### src/rtl/shared_reg_arbiter_pkg.sv
// Shared definitions for the shared register arbiter: FSM state encoding,
// default geometry and a helper to size requester index fields.
package shared_reg_arbiter_pkg;

  typedef enum logic [1:0] {
    ST_IDLE  = 2'b00,
    ST_GRANT = 2'b01,
    ST_ACK   = 2'b10
  } state_t;

  localparam int DEF_N = 4;
  localparam int DEF_W = 8;

  // Width of an index able to address n requesters (never narrower than 1 bit).
  function automatic int idx_width(input int n);
    return (n <= 2) ? 1 : $clog2(n);
  endfunction

endpackage

### src/rtl/shared_reg_arbiter_rr.sv
// Round-robin picker: returns the first set request bit found when searching
// upward from ptr and wrapping from N-1 back to 0. Purely combinational.
module rr_priority_pick
  import shared_reg_arbiter_pkg::*;
#(
  parameter int N = DEF_N,
  localparam int IW = idx_width(N)
) (
  input  logic [N-1:0]  req,
  input  logic [IW-1:0] ptr,
  output logic          found,
  output logic [IW-1:0] idx
);

  localparam logic [IW:0] N_EXT = (IW+1)'(N);

  logic [IW:0] sum_s;
  logic [IW:0] cand_s;
  logic        hit_s;

  // Scan from the farthest candidate back to ptr so the closest request wins last.
  always_comb begin
    found  = 1'b0;
    idx    = {IW{1'b0}};
    sum_s  = {(IW+1){1'b0}};
    cand_s = {(IW+1){1'b0}};
    hit_s  = 1'b0;
    for (int k = N - 1; k >= 0; k--) begin
      sum_s  = {1'b0, ptr} + (IW+1)'(k);
      cand_s = (sum_s >= N_EXT) ? (sum_s - N_EXT) : sum_s;
      hit_s  = req[cand_s[IW-1:0]];
      found  = found | hit_s;
      idx    = hit_s ? cand_s[IW-1:0] : idx;
    end
  end

endmodule

### src/rtl/shared_reg_arbiter.sv
// Shared register arbiter: N requesters compete round-robin for a single
// W-bit register. A transfer is IDLE (pick) -> GRANT (write if request still
// held) -> ACK (one-cycle done pulse, advance pointer past the winner).
module shared_reg_arbiter
  import shared_reg_arbiter_pkg::*;
#(
  parameter int N = DEF_N,
  parameter int W = DEF_W
) (
  input  logic           CLK,
  input  logic           RST_N,
  input  logic [N-1:0]   REQ,
  input  logic [N*W-1:0] WDATA,
  output logic [N-1:0]   GNT,
  output logic [N-1:0]   ACK,
  output logic [W-1:0]   Q,
  output logic           BUSY
);

  localparam int IW = idx_width(N);
  localparam logic [IW-1:0] LAST_IDX = IW'(N - 1);

  state_t        state_r;
  state_t        state_nxt;
  logic [IW-1:0] ptr_r;
  logic [IW-1:0] ptr_nxt;
  logic [IW-1:0] idx_r;
  logic [IW-1:0] idx_nxt;
  logic [N-1:0]  gnt_r;
  logic [N-1:0]  gnt_nxt;
  logic [N-1:0]  ack_r;
  logic [N-1:0]  ack_nxt;
  logic [W-1:0]  q_r;
  logic [W-1:0]  q_nxt;

  logic          pick_found_s;
  logic [IW-1:0] pick_idx_s;
  logic          req_held_s;
  logic [W-1:0]  wdata_sel_s;

  function automatic logic [N-1:0] one_hot(input logic [IW-1:0] i);
    logic [N-1:0] v;
    v    = {N{1'b0}};
    v[i] = 1'b1;
    return v;
  endfunction

  rr_priority_pick #(.N(N)) u_pick (
    .req   (REQ),
    .ptr   (ptr_r),
    .found (pick_found_s),
    .idx   (pick_idx_s)
  );

  // Only the latched winner's request and data matter once a grant is out.
  assign req_held_s  = REQ[idx_r];
  assign wdata_sel_s = WDATA[idx_r*W +: W];

  // FSM state register with synchronous active-low reset.
  always_ff @(posedge CLK) begin
    if (!RST_N) begin
      state_r <= ST_IDLE;
    end else begin
      state_r <= state_nxt;
    end
  end

  // Next-state logic: pick, then write-or-abort, then always return to IDLE.
  always_comb begin
    state_nxt = state_r;
    case (state_r)
      ST_IDLE:  state_nxt = pick_found_s ? ST_GRANT : ST_IDLE;
      ST_GRANT: state_nxt = req_held_s ? ST_ACK : ST_IDLE;
      ST_ACK:   state_nxt = ST_IDLE;
      default:  state_nxt = ST_IDLE;
    endcase
  end

  // Output/datapath next values: grant, done pulse, register load and pointer.
  always_comb begin
    ptr_nxt = ptr_r;
    idx_nxt = idx_r;
    gnt_nxt = gnt_r;
    ack_nxt = {N{1'b0}};
    q_nxt   = q_r;
    case (state_r)
      ST_IDLE: begin
        if (pick_found_s) begin
          idx_nxt = pick_idx_s;
          gnt_nxt = one_hot(pick_idx_s);
        end else begin
          gnt_nxt = {N{1'b0}};
        end
      end
      ST_GRANT: begin
        if (req_held_s) begin
          q_nxt   = wdata_sel_s;
          ack_nxt = one_hot(idx_r);
        end else begin
          // Abort: winner withdrew, pointer stays so nobody loses their turn.
          gnt_nxt = {N{1'b0}};
        end
      end
      ST_ACK: begin
        gnt_nxt = {N{1'b0}};
        ptr_nxt = (idx_r == LAST_IDX) ? {IW{1'b0}} : (idx_r + IW'(1));
      end
      default: begin
        gnt_nxt = {N{1'b0}};
      end
    endcase
  end

  // Datapath registers; reset clears everything so no pulse survives a reset.
  always_ff @(posedge CLK) begin
    if (!RST_N) begin
      ptr_r <= {IW{1'b0}};
      idx_r <= {IW{1'b0}};
      gnt_r <= {N{1'b0}};
      ack_r <= {N{1'b0}};
      q_r   <= {W{1'b0}};
    end else begin
      ptr_r <= ptr_nxt;
      idx_r <= idx_nxt;
      gnt_r <= gnt_nxt;
      ack_r <= ack_nxt;
      q_r   <= q_nxt;
    end
  end

  assign GNT  = gnt_r;
  assign ACK  = ack_r;
  assign Q    = q_r;
  assign BUSY = (state_r != ST_IDLE);

endmodule

### config.mk
export PLATFORM = sky130hd
export DESIGN_NAME = shared_reg_arbiter
export DESIGN_NICKNAME = d
export VERILOG_FILES = /design/src/rtl/shared_reg_arbiter_pkg.sv /design/src/rtl/shared_reg_arbiter_rr.sv /design/src/rtl/shared_reg_arbiter.sv
export SDC_FILE = /design/constraint.sdc
export NUM_CORES = 1
export LEC_CHECK = 0
export CORE_UTILIZATION = 35
export CTS_CLUSTER_DIAMETER = 200
export DETAILED_ROUTE_END_ITERATION = 8
export PLACE_DENSITY = 0.68
export SLEW_MARGIN = 20
export SYNTH_ARGS = -nofsm -noshare
export SYNTH_HDL_FRONTEND = slang
export SYNTH_SLANG_ARGS = --single-unit
### constraint.sdc
create_clock -name CLK -period 2.25 [get_ports CLK]
set_clock_uncertainty 0.15 [all_clocks]
set_input_delay 0.225 -clock CLK [delete_from_list [all_inputs] [get_ports CLK]]
set_output_delay 0.225 -clock CLK [all_outputs]
set_load 0.005 [all_outputs]
==> metrics.md, run 1 <==
| Metric | Value |
|---|---|
| Mapped Nets | 145 |
| Die H | 58.2 µm |
| Worst Hold Class | reg2reg |
| TritonCTS clock tree | done |
| Post-synth top area cell | dfxtp_1 |
| Synth Area in Adders | 0.0452 |
| Worst VDD drop | 0.000338 V |
| Final min period | 1.84 ns |
| Starting Density | 0.365 |
| Post-DP HPWL | 2.11 mm |
| Drt pass-1 iters | 6 |
| Initial DRC Count | 17 |
| DRC | 0 |
| Largest fanout on the critical path | 4 |
| Met1 global-route usage | 0.212 |
| Largest net degree at the start of global routing | 14 |
| Port buffer count | 54 |
| Slew HR | 0.642 |
| Full die area | 3390 µm² |
| Post-Syn Instances | 103 |
| Vias in the first global route | 941 |
| #FFs+latches synth | 22 |
| RSZ-0062 raised after global routing | no |
| Met2 usage | 0.284 |
| Final core utilization | 0.579 |
| Routing usage on met3 | 0.0424 |
| Startpoint Class | register |
| Post-synth EDFFs | 0 |
| CP arrival | 1.47 ns |
| Syn Std Cell Area | 1110 µm² |
| H-tree Lvls | 1 |
| Top cells by area, synth | dfxtp_1 40%, mux4_2 18%, mux2i_1 9.0%, nor2_1 5.1%, ha_1 4.5% |
| FILL cells | 267 |
| Crit end category | output port |
| Max Cap Viol | 0 |
| Warning count from the yosys run | 0 |
| Row cnt | 20 |
| Cts hold-fix bufs | 0 |
| Share of cells above drive strength 1 | 0.130 |
| Nets@finish | 204 |
| WL per Instance | 12.8 µm |
| Most Crowded Layer GR | met2 |
| Area fraction of the dominant cell type after synthesis | 0.398 |
| Post_cts resized | 0 |
| Die X | 58.2 µm |
| Layout area overhead | 58.4% |
| Mean Syn Cell Area | 10.7 µm² |
| Initial antenna violation count | 0 |
| Pwr Density | 550 nW/µm² |
| Vias | 979 |
| Final ANT Viol Nets | 0 |
| Setup TNS | 0 ns |
| Crit Path Category | reg2out |
| Worst-Skew Late Latency | 0.32 ns |
| Vias/cell | 4.78 |
| Clock transition at path regs | 0.13 ns |
| Total grt overflow | 0 |
| Number of library cell types mapped by synthesis | 25 |
| Setup Buffers After CTS | 0 |
| I/O Pins | 55 |
| Most common cell in the netlist | dfxtp_1 |
| Max clock buf depth | 2 |
| Status | finished clean |
| Required @ worst endpoint | 1.88 ns |
| Register Area | 440 µm² |
| Final hold vios | 0 |
| Post-synthesis mux area share | 0.274 |
| Final cycle utilization of the critical path | 0.819 |
| Simple-Gate Fraction of Synth Area | 0.160 |
| CTS sink count | 22 |
| Final Max Slew Viols | 0 |
| Fmax | 0.543 GHz |
| Final setup fails | 0 |
| Core area | 3030 µm² |
| Multi-input logic area | 611 µm² |
| Sequential fraction of the synthesis area | 0.398 |
| Post-synthesis async set-or-reset flop share | 0 |
| Top cells by count, synth | 22 x dfxtp_1, 15 x nor2_1, 10 x mux2i_1 |
| Root buf cell | clkbuf_4 |
| Leakage | 0.704 nW |
| Measured slew at the worst slew-check pin | 0.534 ns |
| Primary FF master, synth | dfxtp_1 |
| CTS Buf Count | 3 |
| Overall Global Routing Usage | 0.170 |
| Antenna cells | 0 |
| Gpl congestion | 0.774 |
| Post-Synth XOR/XNOR Area | 0 |
| First-pass GRT wire length | 4.27 mm |
| Largest family of logic cells by synthesized area | multiplexers |
| Synth Area in Compound Gates | 0.0735 |
| DRT Wirelength | 2.62 mm |
## through the flow
step	worst slack [ns]	cells	area [µm²]	hold slack (ns)	total power [mW]
2_1_floorplan	0.618	103	1110	0.278	0.547
3_3_place_gp	0.184	201	1700	0.289	0.662
3_5_place_dp	0.165	201	1700	0.290	0.667
4_1_cts	0.395	205	1750	0.310	0.974
5_1_grt	0.346	205	1750	0.333	1.01
6_report	0.408	205	1750	0.309	0.963
## logic make-up (layout without fill, tap and decap cells)
kind of cell	after synthesis	count (layout)
buffers and inverters	10	68
flip-flops	22	22
AO/OA/AOI/OAI	13	13
multiplexers	19	19
adder cells (fa/ha/maj)	4	4
AND/OR/NAND/NOR	35	35
## where the power goes
part	switching, mW	internal (mW)
clock network	0.126	0.180
logic	0.0840	0.151
registers	0.0115	0.411
## routing by layer
layer	wire length (µm)	vias up
li1	-	480
met1	1170	468
met2	1310	25
met3	103	6
met4	36	0
met5	0	-
## flip-flops by register name (all words and copies together), names as in the netlist
signal	cells
idx_r	2
ACK	4
Q	8
GNT	4
state_r	2
ptr_r	2
## final timing paths
path	slack [ns]	end	depth (start not counted)	from
max	0.41	BUSY	2	state_r[1]
min	0.31	GNT[0]	2	GNT[0]
max reg2reg	0.53	Q[0]	4	idx_r[1]
min reg2reg	0.31	GNT[0]	2	GNT[0]
## cell usage in the layout (no fill, tap or decap)
cell type and n:
a211oi_2 1, a21oi_1 6, a22o_1 1, a32o_1 1, and2_1 4, buf_4 4, bufinv_16 1, clkbuf_4 3
clkdlybuf4s50_1 54, dfxtp_1 22, ha_1 4, inv_1 6, mux2i_1 10, mux4_2 9, nand2_1 6, nand2b_1 3
nand3b_1 1, nand3b_2 1, nor2_1 15, nor2_4 1, nor2b_1 1, nor3_1 1, nor4_1 1, o21ai_0 2
o21ai_1 2, or2_2 1
## cell type report
class                      count  area share
tap                           44      0.0314
multi-input combinational     71       0.349
clock inverter                 1      0.0171
sequential                    22       0.251
clock buffer                   3      0.0129
inverter                       6      0.0129
timing repair buffer          58       0.326
## critical path, stage by stage, from the launching register on
cell             delay (ns)
dfxtp_1                0.35
or2_2                  0.33
clkdlybuf4s50_1        0.47
(Power assumes the default switching activity.)
==> run 2: changes to the inputs <==
Clock period 2.25 ns to 1.9 ns, I/O delays scaled along.
==> metrics.md, run 2 (synthesis results as in run 1) <==
| Metric | Value |
|---|---|
| Clock transition at path regs | 0.13 ns |
| DRC | 0 |
| Max Cap Viol | 0 |
| Most common cell after layout, fill and taps aside | clkdlybuf4s50_1 |
| Overall Global Routing Usage | 0.176 |
| Total grt overflow | 0 |
| H-tree Lvls | 1 |
| Setup Buffers After CTS | 0 |
| Launching point of the worst reg2reg path | idx_r[1] |
| Worst VDD drop | 0.000477 V |
| FILL cells | 269 |
| Total power | 1.15 mW |
| Nets@finish | 209 |
| Core area | 3030 µm² |
| I/O Pins | 55 |
| Register Area | 440 µm² |
| Final ANT Viol Nets | 0 |
| Final min period | 1.80 ns |
| Post-DP HPWL | 2.22 mm |
| Largest net degree at the start of global routing | 14 |
| RSZ-0062 raised after global routing | no |
| Pwr Density | 637 nW/µm² |
| DRT Wirelength | 2.75 mm |
| Antenna cells | 0 |
| Row cnt | 20 |
| Cts hold-fix bufs | 0 |
| Slew HR | 0.643 |
| PnR worst setup slack | 0.0996 ns |
| Final cycle utilization of the critical path | 0.948 |
| Worst Hold Class | reg2reg |
| Die X | 58.2 µm |
| Crit Path Category | reg2out |
| Gpl congestion | 0.793 |
| Most frequent cells in the layout | 54 x clkdlybuf4s50_1, 22 x dfxtp_1, 15 x nor2_1 |
| Leakage | 0.734 nW |
| Measured slew at the worst slew-check pin | 0.531 ns |
| Post_cts resized | 0 |
| Final hold vios | 0 |
| Crit path launch | state_r[1] |
| Vias in the first global route | 984 |
| Layout area overhead | 62.9% |
| Setup TNS | 0 ns |
| Share of cells above drive strength 1 | 0.157 |
| Crit end category | output port |
| Worst-Skew Late Latency | 0.31 ns |
| TritonCTS clock tree | done |
| Starting Density | 0.365 |
| Largest register FFs | 8 |
| Final setup fails | 0 |
| Drt pass-1 iters | 6 |
| Status | finished clean |
| First-pass GRT wire length | 4.51 mm |
| Startpoint Class | register |
| Initial DRC Count | 25 |
| Min-Delay Startpoint | GNT[1] |
| Die H | 58.2 µm |
| Dpl ws | -0.102 ns |
| Port buffer count | 54 |
| Final Max Slew Viols | 0 |
| Vias/cell | 4.77 |
| Multi-input logic area | 611 µm² |
| Root buf cell | clkbuf_4 |
| Vias | 1,002 |
| Max clock buf depth | 2 |
| Initial antenna violation count | 0 |
| Required @ worst endpoint | 1.56 ns |
| Full die area | 3390 µm² |
| Largest fanout on the critical path | 4 |
| CTS Buf Count | 3 |
| CTS sink count | 22 |
| Fmax | 0.555 GHz |
| WL per Instance | 13.1 µm |
| CP arrival | 1.46 ns |
-- run 2: cell count changes in the layout (fill, tap and decap cells not counted), sizes merged --
cell and change:
buf +5
-- run 2: per-layer routing --
metal  share of wire  global-route usage
met1            0.44               0.235
met2            0.52               0.294
met3           0.029              0.0357
met4          0.0084              0.0408
met5               0                   0
-- run 2: where the power goes --
group          internal [mW]  switching [mW]  total (mW)
registers              0.487          0.0138       0.500
logic                  0.190           0.104       0.294
clock network          0.213           0.141       0.354
total                  0.890           0.258        1.15
-- run 2: worst paths after layout --
kind	end	slack, ns	depth (start not counted)
max reg2reg	GNT[3]	0.24	5
min	GNT[1]	0.31	2
max	BUSY	0.1	2
min reg2reg	GNT[1]	0.31	2
-- run 2: through the flow --
stage                     utilization  cell area [µm²]  instances  hold slack, ns
final                           0.595             1800        210           0.313
after global routing            0.595             1800        210           0.348
after CTS                       0.595             1800        210           0.314
after detailed placement        0.578             1750        206           0.294
after global placement          0.578             1750        206           0.287
after floorplan                     -             1110        103           0.243
-- run 2: worst max-delay path, cell delays in order, from the launching register on --
cell	delay, ns
dfxtp_1	0.35
or2_2	0.33
clkdlybuf4s50_1	0.47
-- run 2: cell type report --
type,instances,area share
Clock buffer,3,0.0125
Multi-Input combinational cell,71,0.339
Tap cell,44,0.0306
Timing Repair Buffer,63,0.344
Sequential cell,22,0.244
Inverter,6,0.0125
Clock inverter,1,0.0167
==> run 3: changes to the inputs <==
Settings changed: CORE_UTILIZATION 35 to 39, PLACE_DENSITY 0.68 to 0.75.
==> metrics.md, run 3 (synthesis results as in run 1) <==
| Metric | Value |
|---|---|
| Sequential power share | 0.436 |
| Clock transition at path regs | 0.13 ns |
| Initial antenna violation count | 0 |
| Most common cell after layout, fill and taps aside | clkdlybuf4s50_1 |
| Setup TNS | 0 ns |
| Nets@finish | 209 |
| Die X | 55.3 µm |
| I/O Pins | 55 |
| Pwr Density | 645 nW/µm² |
| Die H | 55.3 µm |
| Measured slew at the worst slew-check pin | 0.477 ns |
| Vias/cell | 5.01 |
| Switching power | 262 µW |
| Required @ worst endpoint | 1.56 ns |
| TritonCTS clock tree | done |
| Layout area overhead | 61.3% |
| Combinational power share | 0.253 |
| Leakage | 0.733 nW |
| CP arrival | 1.47 ns |
| RSZ-0062 raised after global routing | no |
| Initial DRC Count | 8 |
| Setup Buffers After CTS | 0 |
| Final Max Slew Viols | 0 |
| WL per Instance | 14.1 µm |
| Final setup fails | 0 |
| Fmax | 0.553 GHz |
| Max clock buf depth | 2 |
| Worst-Skew Late Latency | 0.31 ns |
| Starting Density | 0.431 |
| Final hold vios | 0 |
| Final min period | 1.81 ns |
| DRC | 0 |
| Slew HR | 0.679 |
| Most frequent cells in the layout | 54 x clkdlybuf4s50_1, 22 x dfxtp_1, 15 x nor2_1 |
| First-pass GRT wire length | 4.46 mm |
| CTS sink count | 22 |
| Antenna cells | 0 |
| Vias | 982 |
| Slowest CP cell | clkdlybuf4s50_1 |
| H-tree Lvls | 1 |
| Crit end category | output port |
| Port buffer count | 54 |
| Largest fanout on the critical path | 4 |
| Final ANT Viol Nets | 0 |
| CTS Buf Count | 3 |
| Largest net degree at the start of global routing | 14 |
| Share of cells above drive strength 1 | 0.157 |
| Total grt overflow | 0 |
| Worst Hold Class | reg2reg |
| Cts hold-fix bufs | 0 |
| Full die area | 3050 µm² |
| Largest register FFs | 8 |
| Max Cap Viol | 0 |
| CP max stage delay | 0.46 ns |
| Post_cts resized | 0 |
| Crit Path Category | reg2out |
| Status | finished clean |
| Startpoint Class | register |
| Row cnt | 18 |
| DRT Wirelength | 2.76 mm |
| Total power | 1.15 mW |
| Root buf cell | clkbuf_4 |
| Final cycle utilization of the critical path | 0.951 |
| Overall Global Routing Usage | 0.188 |
| Gpl congestion | 0.734 |
| Internal power | 889 µW |
| Sw Share | 0.228 |
| Vias in the first global route | 1,016 |
| Post-DP HPWL | 2.25 mm |
| Clk pwr share | 0.311 |
| Core area | 2570 µm² |
| CP Cell Sequence | or2_2 > clkdlybuf4s50_1 |
| Drt pass-1 iters | 4 |
| Worst VDD drop | 0.000513 V |
## run 3: cell counts in the layout (fill, tap and decap cells not counted)
Identical to the previous run, type by type.
## run 3: cell type report
| cell class | count | area, µm² |
|---|---|---|
| Sequential cell | 22 | 440 |
| Tap cell | 30 | 37.5 |
| Timing Repair Buffer | 63 | 621 |
| Fill cell | 211 | 783 |
| Inverter | 6 | 22.5 |
| Clock inverter | 1 | 30.0 |
| Clock buffer | 3 | 22.5 |
| Multi-Input combinational cell | 71 | 611 |
## run 3: routing by layer
metal  vias to the layer above  track usage  part of all wire  wire length, µm
li1                        486            -                 -                -
met1                       467        0.199              0.40             1110
met2                        23        0.358              0.55             1510
met3                         6       0.0398             0.030               82
met4                         0       0.0750             0.019               53
met5                         -            0                 0                0
## run 3: path summary, 6_finish.rpt
| kind | from | to | slack, ns | depth (start not counted) |
|---|---|---|---|---|
| max | state_r[1] | BUSY | 0.09 | 2 |
| min | GNT[0] | GNT[0] | 0.31 | 2 |
| max reg2reg | idx_r[1] | Q[7] | 0.23 | 5 |
| min reg2reg | GNT[0] | GNT[0] | 0.31 | 2 |
## run 3: power groups by stage
stage | Combinational, mW | Sequential [mW] | Clock (mW)
global placement | 0.284 | 0.511 | 0
global route | 0.315 | 0.506 | 0.388
floorplan | 0.135 | 0.513 | 0
finish | 0.291 | 0.502 | 0.358
CTS | 0.294 | 0.502 | 0.365
detailed placement | 0.293 | 0.512 | 0
## run 3: stage by stage
stage | hold slack [ns] | setup slack (ns) | util | area [µm²] | instances
global route | 0.332 | 0.0393 | 0.695 | 1780 | 196
global placement | 0.289 | -0.00627 | 0.674 | 1730 | 192
floorplan | 0.243 | 0.268 | - | 1110 | 103
detailed placement | 0.290 | -0.0449 | 0.674 | 1730 | 192
finish | 0.309 | 0.0928 | 0.695 | 1780 | 196
CTS | 0.310 | 0.0868 | 0.695 | 1780 | 196
## run 3: critical path: cells and delay by family, from the launching register on
kind,cells,cell delay (ns)
buffers and inverters,1,0.46
flip-flops,1,0.36
AND/OR/NAND/NOR,1,0.34
